[src/rtl/uart_tx_module.sv]
// UART transmitter: start bit, 8 data bits LSB first, stop bit, registered line output.
// Define UART_TX_PARITY_EN to insert an even-parity bit between the data and stop bits.
//
// state  | meaning
// IDLE   | line high, waiting for Tx_En_Sig
// START  | driving the start bit (0)
// DATA   | driving shift_reg[0], one bit per baud period
// PARITY | driving the even-parity bit (UART_TX_PARITY_EN only)
// STOP   | driving the stop bit (1); Done pulses on exit
module uart_tx_module #(
  parameter int BAUD_DIV = 434,
  parameter int DATA_W   = 8
) (
  input  logic              CLK,
  input  logic              RSTn,
  input  logic              Tx_En_Sig,
  input  logic [DATA_W-1:0] Tx_Data,
  output logic              Tx_Pin_Out,
  output logic              Tx_Busy_Sig,
  output logic              Tx_Done_Sig
);

`ifdef UART_TX_PARITY_EN
  typedef enum logic [2:0] {IDLE, START, DATA, PARITY, STOP} state_t;
`else
  typedef enum logic [2:0] {IDLE, START, DATA, STOP} state_t;
`endif

  localparam logic [15:0] BAUD_LAST = 16'(BAUD_DIV - 1);
  localparam logic [2:0]  LAST_BIT  = 3'(DATA_W - 1);

  state_t            state, state_nxt;
  logic [15:0]       baud_cnt, baud_cnt_nxt;
  logic [2:0]        bit_idx, bit_idx_nxt;
  logic [DATA_W-1:0] shift_reg, shift_reg_nxt;
  logic              pin_nxt, busy_nxt, done_nxt;
  logic              baud_wrap;
`ifdef UART_TX_PARITY_EN
  logic              parity, parity_nxt;
`endif

  assign baud_wrap = (baud_cnt == BAUD_LAST);

  always_ff @(posedge CLK) begin
    if (!RSTn) begin
      state       <= IDLE;
      baud_cnt    <= '0;
      bit_idx     <= '0;
      shift_reg   <= '0;
      Tx_Pin_Out  <= 1'b1;
      Tx_Busy_Sig <= 1'b0;
      Tx_Done_Sig <= 1'b0;
`ifdef UART_TX_PARITY_EN
      parity      <= 1'b0;
`endif
    end else begin
      state       <= state_nxt;
      baud_cnt    <= baud_cnt_nxt;
      bit_idx     <= bit_idx_nxt;
      shift_reg   <= shift_reg_nxt;
      Tx_Pin_Out  <= pin_nxt;
      Tx_Busy_Sig <= busy_nxt;
      Tx_Done_Sig <= done_nxt;
`ifdef UART_TX_PARITY_EN
      parity      <= parity_nxt;
`endif
    end
  end

  always_comb begin
    state_nxt     = state;
    baud_cnt_nxt  = baud_cnt;
    bit_idx_nxt   = bit_idx;
    shift_reg_nxt = shift_reg;
    pin_nxt       = Tx_Pin_Out;
    busy_nxt      = Tx_Busy_Sig;
    done_nxt      = 1'b0;
`ifdef UART_TX_PARITY_EN
    parity_nxt    = parity;
`endif
    if (state != IDLE) baud_cnt_nxt = baud_wrap ? 16'd0 : baud_cnt + 16'd1;

    // Line value is computed one cycle ahead so Tx_Pin_Out comes straight from a flop.
    case (state)
      IDLE: begin
        pin_nxt  = 1'b1;
        busy_nxt = 1'b0;
        if (Tx_En_Sig) begin
          state_nxt     = START;
          shift_reg_nxt = Tx_Data;
          bit_idx_nxt   = '0;
          baud_cnt_nxt  = '0;
          pin_nxt       = 1'b0;
          busy_nxt      = 1'b1;
`ifdef UART_TX_PARITY_EN
          parity_nxt    = 1'b0;
`endif
        end
      end
      START: begin
        if (baud_wrap) begin
          state_nxt   = DATA;
          bit_idx_nxt = '0;
          pin_nxt     = shift_reg[0];
        end
      end
      DATA: begin
        if (baud_wrap) begin
          shift_reg_nxt = {1'b0, shift_reg[DATA_W-1:1]};
          bit_idx_nxt   = bit_idx + 3'd1;
`ifdef UART_TX_PARITY_EN
          parity_nxt    = parity ^ shift_reg[0];
`endif
          if (bit_idx == LAST_BIT) begin
`ifdef UART_TX_PARITY_EN
            state_nxt = PARITY;
            pin_nxt   = parity ^ shift_reg[0];
`else
            state_nxt = STOP;
            pin_nxt   = 1'b1;
`endif
          end else begin
            pin_nxt = shift_reg[1];
          end
        end
      end
`ifdef UART_TX_PARITY_EN
      PARITY: begin
        if (baud_wrap) begin
          state_nxt = STOP;
          pin_nxt   = 1'b1;
        end
      end
`endif
      STOP: begin
        if (baud_wrap) begin
          state_nxt = IDLE;
          busy_nxt  = 1'b0;
          done_nxt  = 1'b1;
          pin_nxt   = 1'b1;
        end
      end
      default: begin
        state_nxt = IDLE;
        pin_nxt   = 1'b1;
        busy_nxt  = 1'b0;
      end
    endcase
  end

endmodule

[config.mk]
export PLATFORM = sky130hd
export DESIGN_NAME = uart_tx_module
export DESIGN_NICKNAME = d
export VERILOG_FILES = /design/src/rtl/uart_tx_module.sv
export SDC_FILE = /design/constraint.sdc
export NUM_CORES = 1
export LEC_CHECK = 0
export ABC_AREA = 1
export CORE_MARGIN = 2
export CORE_UTILIZATION = 52
export CTS_CLUSTER_DIAMETER = 40
export DETAILED_ROUTE_END_ITERATION = 8
export PLACE_DENSITY = 0.75
export SLEW_MARGIN = 10
export SYNTH_ARGS = -nofsm -noshare
export SYNTH_HDL_FRONTEND = slang
export SYNTH_SLANG_ARGS = --single-unit
[constraint.sdc]
create_clock -name CLK -period 1.75 [get_ports CLK]
set_clock_uncertainty 0.2 [all_clocks]
set_input_delay 0.525 -clock CLK [delete_from_list [all_inputs] [get_ports CLK]]
set_output_delay 0.525 -clock CLK [all_outputs]
set_load 0.01 [all_outputs]
==> impl_metrics.tcl, run 1 <==
set metrics [dict create \
    status "completed" \
    hp-class "reg -> reg" \
    cts_buffers 5 \
    synth_area_leaders "dfxtp_1 (34%), nand2_1 (13%), nor2_1 (9.6%)" \
    rows 22 \
    crit_top_cell "nand2_1" \
    rr_endpoint "state[1]$_SDFFE_PN0P_" \
    vias 1878 \
    utilization 0.6645 \
    hp-start "Tx_Pin_Out$_SDFFE_PN1P_" \
    gp_congestion 0.9479 \
    min_period_ns 1.673 \
    holdWs_ns 0.2621 \
    pin_count 14 \
    yosysWarnings 0 \
    tns_ns 0 \
    area_delta_synth_final_pct 25.49 \
    synth-seq-cells 32 \
    cp_slowest_cell "dfxtp_4" \
    crit_buf_inv 1 \
    cts_tree "yes" \
    yosys.area.top_type "dfxtp_1" \
    max_cap_viol_count 0 \
    grt_start_max_net_pins 15 \
    r2r.worst_path.cells 8 \
    design_area_sq_mm 0.002396 \
    syn_inst 286 \
    netlist_area_sq_mm 0.001909 \
    peakVddDrop_v 0.001011 \
    crit_path_end_kind "flip-flop" \
    powerDensity_mw_per_mm2 1487 \
    start_util 0.5295 \
    insertion_delay_ns 0.29 \
    crit_fanout 4 \
    drv_slew 0 \
    drt-pass1-iter-count 4 \
    cts_num_sinks 32 \
    die_area_sq_mm 0.004173 \
    clock-root-buffer "clkbuf_8" \
    worst_pin_slew_ns 0.2769 \
    ant_nets 0 \
    grt_overflow 0 \
    largest_reg_flops 16 \
    drive_gt1_frac 0.1975 \
    period_share 0.9559 \
    wl_per_cell_um 11.54 \
    r2r_start "state[1]$_SDFFE_PN0P_" \
    place_hpwl_um 3043 \
    fp.coreArea_sq_mm 0.003606 \
    io_buffer_count 13 \
    route.detailed.drc 0 \
    post_dp_cell_area_sq_mm 0.002206 \
    ys_seq_area_frac 0.3355 \
    worstPathCellList "inv_2 -> ha_1 -> or2_4 -> o21ai_2 -> nand2_2 -> nand2_1 -> nand2_1 -> nor2_1" \
    min_path_cells 2 \
    crit_family "simple AND/OR/NAND/NOR gates" \
    grt_pass1_wl_um 6989 \
    routed_wl_um 4237 \
    grt_pass1_vias 1635 \
    rrSetupSlack_ns 0.08 \
    synth_top_cell_area_share 0.3355 \
    crit_required_ns 1.77 \
    critPathArrivalTime_ns 1.69 \
    synth-async-reset-ratio 0 \
    path_clk_slew_ns 0.07 \
    die_y_um 64.60 \
    setup_viol 0 \
    min_to "Tx_Pin_Out$_SDFFE_PN1P_" \
    avgSynthCellArea_sq_um 6.676 \
    synth_ff_type "dfxtp_1" \
    drt_iter0_markers 92 \
    nets 339 \
    hold_buffers 0 \
    relSlewSlack 0.8151 \
    routed_via_density 5.117 \
    antenna_cells 0 \
    syn-num-nets 306 \
    power.leakage_nw 1.003 \
    cp_slowest_stage_delay_ns 0.38 \
    grt_use_total 0.2145 \
    synth.distinct_cells 30 \
    clk_path_buf_depth 2 \
    hold_violations 0 \
    cts.htree.levels 2 \
    antenna_found_initial 0 \
    start_kind "flip-flop" \
    fmax_mhz 597.8 \
    critical_path_class "reg -> reg" \
    synth_edf_count 0 \
    dieWidth_um 64.60 \
]
[synth_stat cells, types with 2 or more instances]
cell,instances
a21oi_1,18
buf_2,3
clkbuf_1,2
dfxtp_1,32
ha_1,9
inv_1,26
inv_2,3
mux2i_1,6
nand2_1,68
nand2_2,3
nand2_4,3
nand3_1,29
nand4_1,5
nor2_1,49
nor2_2,4
o211ai_1,3
o21ai_0,8
o21ai_1,2
xor2_1,2
[cell type report]
type | count | area, sq um
repair buffers | 32 | 281.5
well taps | 48 | 60.06
multi-input cells | 217 | 1202
inverters | 31 | 125.1
flip-flops and latches | 32 | 649.4
clock buffers | 6 | 72.57
fillers | 337 | 1210
clock inverters | 1 | 5.005
[power breakdown]
part | internal, W | leakage [nW] | total, W | switching, W
clock network | 0.000270 | 0.0410 | 0.000544 | 0.000273
registers | 0.000925 | 0.264 | 0.00105 | 0.000122
logic | 0.000871 | 0.698 | 0.00197 | 0.00110
total | 0.00207 | 1.00 | 0.00356 | 0.00150
[worst max path at each step]
stage,from,depth (start not counted),slack [ns],end
global placement,Tx_En_Sig,6,-0.21,bit_idx[0]$_SDFFE_PN0P_
global route,state[0]$_SDFFE_PN0P_,10,-0.06,state[1]$_SDFFE_PN0P_
CTS,baud_cnt[1]$_SDFF_PN0_,11,0.005,bit_idx[0]$_SDFFE_PN0P_
finish,state[1]$_SDFFE_PN0P_,8,0.08,state[1]$_SDFFE_PN0P_
floorplan,state[0]$_SDFFE_PN0P_,8,0.03,Tx_Pin_Out$_SDFFE_PN1P_
detailed placement,Tx_En_Sig,6,-0.23,bit_idx[0]$_SDFFE_PN0P_
[cells by family after synthesis]
| logic type | share of synthesized area |
|---|---|
| XOR/XNOR | 0.009176 |
| AO/OA/AOI/OAI | 0.1009 |
| adder cells (fa/ha/maj) | 0.05898 |
| buffers and inverters | 0.07797 |
| flip-flops | 0.3355 |
| multiplexers | 0.03146 |
| AND/OR/NAND/NOR | 0.3860 |
[what timing repair did]
item | 4_1_cts | 5_1_grt
resized for setup | 4 | 28
setup buffers | 0 | 3
setup endpoints to repair | 10 | 28
pin swaps | 0 | 6
[worst min-delay path: stages (launching register included)]
cell and delay (ns):
dfxtp_1 0.31, inv_1 0.05, o21ai_1 0.06
[routing by layer]
metal	GRT usage	routed length (um)
met4	0.07979	95
met2	0.3711	2101
met1	0.2538	1886
met3	0.05729	153
met5	0	0
[per-stage QoR]
| stage | setup slack (ns) | total power (W) | std cells |
|---|---|---|---|
| global placement | -0.2120 | 0.002770 | 357 |
| floorplan | 0.03084 | 0.002266 | 286 |
| detailed placement | -0.2324 | 0.002809 | 357 |
| global route | -0.05540 | 0.003865 | 367 |
| finish | 0.07711 | 0.003562 | 367 |
| CTS | 0.005239 | 0.003347 | 364 |
[cell usage in the layout (no fill, tap or decap), drive strengths merged, types with 6 or more instances in the layout]
cell type      instances
nand2                 74
nor2                  55
dfxtp                 32
inv                   30
nand3                 29
buf                   19
a21oi                 18
o21ai                 11
clkdlybuf4s50         10
ha                     9
mux2i                  6
clkbuf                 6
(Power assumes the default switching activity.)
==> run 2, diff against run 1 <==
Settings changed: SKIP_CTS_REPAIR_TIMING set to 1, TNS_END_PERCENT set to 100.
==> impl_metrics.tcl, run 2 (synthesis gave the netlist of run 1 again) <==
set metrics [dict create \
    status "completed" \
    start_kind "flip-flop" \
    period_share 0.9541 \
    area_delta_synth_final_pct 25.75 \
    gp_congestion 0.9479 \
    io_buffer_count 13 \
    cp_slowest_stage_delay_ns 0.35 \
    grt_use_total 0.2145 \
    powerDensity_mw_per_mm2 1491 \
    pre_cts_ws_ns -0.2324 \
    rrSetupSlack_ns 0.08 \
    holdWs_ns 0.2676 \
    relSlewSlack 0.8224 \
    power.leakage_nw 1.035 \
    min_period_ns 1.670 \
    max_cap_viol_count 0 \
    grt_setup_unrepaired "true" \
    path_clk_slew_ns 0.07 \
    cp_slowest_cell "dfxtp_2" \
    clock-root-buffer "clkbuf_8" \
    cts_num_sinks 32 \
    post-route-worst-setup-slack_ns 0.08028 \
    wl_per_cell_um 11.50 \
    critical_path_class "reg -> reg" \
    dp.cells 357 \
    route.detailed.drc 0 \
    hp-class "reg -> reg" \
    die_area_sq_mm 0.004173 \
    final_cells 367 \
    drv_slew 0 \
    start_util 0.5295 \
    ant_nets 0 \
    drt_iter0_markers 101 \
    grt_start_max_net_pins 15 \
    critPathArrivalTime_ns 1.68 \
    peakVddDrop_v 0.001048 \
    insertion_delay_ns 0.29 \
    crit_family "simple AND/OR/NAND/NOR gates" \
    largest_reg_flops 16 \
    grt_overflow 0 \
    grt_pass1_wl_um 6989 \
    nets 339 \
    dieWidth_um 64.60 \
    cts.htree.levels 2 \
    drive_gt1_frac 0.1975 \
    pin_count 14 \
    clk_path_buf_depth 2 \
    fillers 325 \
    fmax_mhz 598.9 \
    layout_commonest_cell "nand2_1" \
    crit_buf_inv 1 \
    routed_wl_um 4220 \
    hold_violations 0 \
    antenna_cells 0 \
    rows 22 \
    die_y_um 64.60 \
    grt_pass1_vias 1635 \
    routed_via_density 5.087 \
    finalPower_w 0.003581 \
    antenna_found_initial 0 \
    final_cell_mix "nand2_1 (66), nor2_1 (47), nand3_1 (28), dfxtp_1 (27), inv_1 (22)" \
    crit_fanout 5 \
    vias 1867 \
    worst_pin_slew_ns 0.2655 \
    cts_tree "yes" \
    crit_path_end_kind "flip-flop" \
    place_hpwl_um 3043 \
    drt-pass1-iter-count 5 \
    worstPathCellList "buf_4 -> ha_2 -> nand3_2 -> nor2_4 -> nand2_1 -> o21bai_1 -> nand3_1 -> a21oi_1" \
    setup_viol 0 \
    cts_buffers 5 \
    crit_required_ns 1.76 \
    fp.coreArea_sq_mm 0.003606 \
]
==> run 2: changes by cell type in the layout (fill, tap and decap cells not counted), sizes merged <==
cell | before | now
dlymetal6s2s | 0 | 3
dlygate4sd2 | 3 | 0
==> run 2: cell type report <==
class / instances / area [sq um] / share of cell area
repair buffers: 32 / 292.8 / 0.1219
multi-input cells: 217 / 1199 / 0.4992
flip-flops and latches: 32 / 646.9 / 0.2694
clock inverters: 1 / 5.005 / 0.002084
clock buffers: 6 / 72.57 / 0.03022
inverters: 31 / 125.1 / 0.05211
well taps: 48 / 60.06 / 0.02501
==> run 2: path summary, 6_finish.rpt <==
check,startpoint,to,cells after the start
max,baud_cnt[0]$_SDFF_PN0_,baud_cnt[12]$_SDFF_PN0_,8
min,Tx_Pin_Out$_SDFFE_PN1P_,Tx_Pin_Out$_SDFFE_PN1P_,2
max reg2reg,baud_cnt[0]$_SDFF_PN0_,baud_cnt[12]$_SDFF_PN0_,8
min reg2reg,Tx_Pin_Out$_SDFFE_PN1P_,Tx_Pin_Out$_SDFFE_PN1P_,2
==> run 2: stage by stage <==
stage          setup TNS, ns  utilization  area, sq um
6_report                   0       0.6659         2401
5_1_grt             -0.08270       0.6659         2401
4_1_cts              -0.6207       0.6332         2283
3_5_place_dp          -5.685       0.6117         2206
3_3_place_gp          -5.094       0.6117         2206
2_1_floorplan              0            -         1909
==> run 2: metal layers <==
layer,part of all wire,global-route usage
met5,0,0
met4,0.021,0.07979
met3,0.035,0.05729
met2,0.50,0.3711
met1,0.44,0.2538
==> run 2: tightest hold or removal path, delay by kind of cell (launching register included) <==
| kind | cells | cell delay, ns |
|---|---|---|
| flops | 1 | 0.31 |
| compound gates | 1 | 0.06 |
| buf+inv | 1 | 0.05 |
==> run 2: power breakdown <==
group,switching (W),internal [W]
registers,0.000122,0.000920
clock network,0.000266,0.000270
logic,0.00111,0.000892
total,0.00150,0.00208
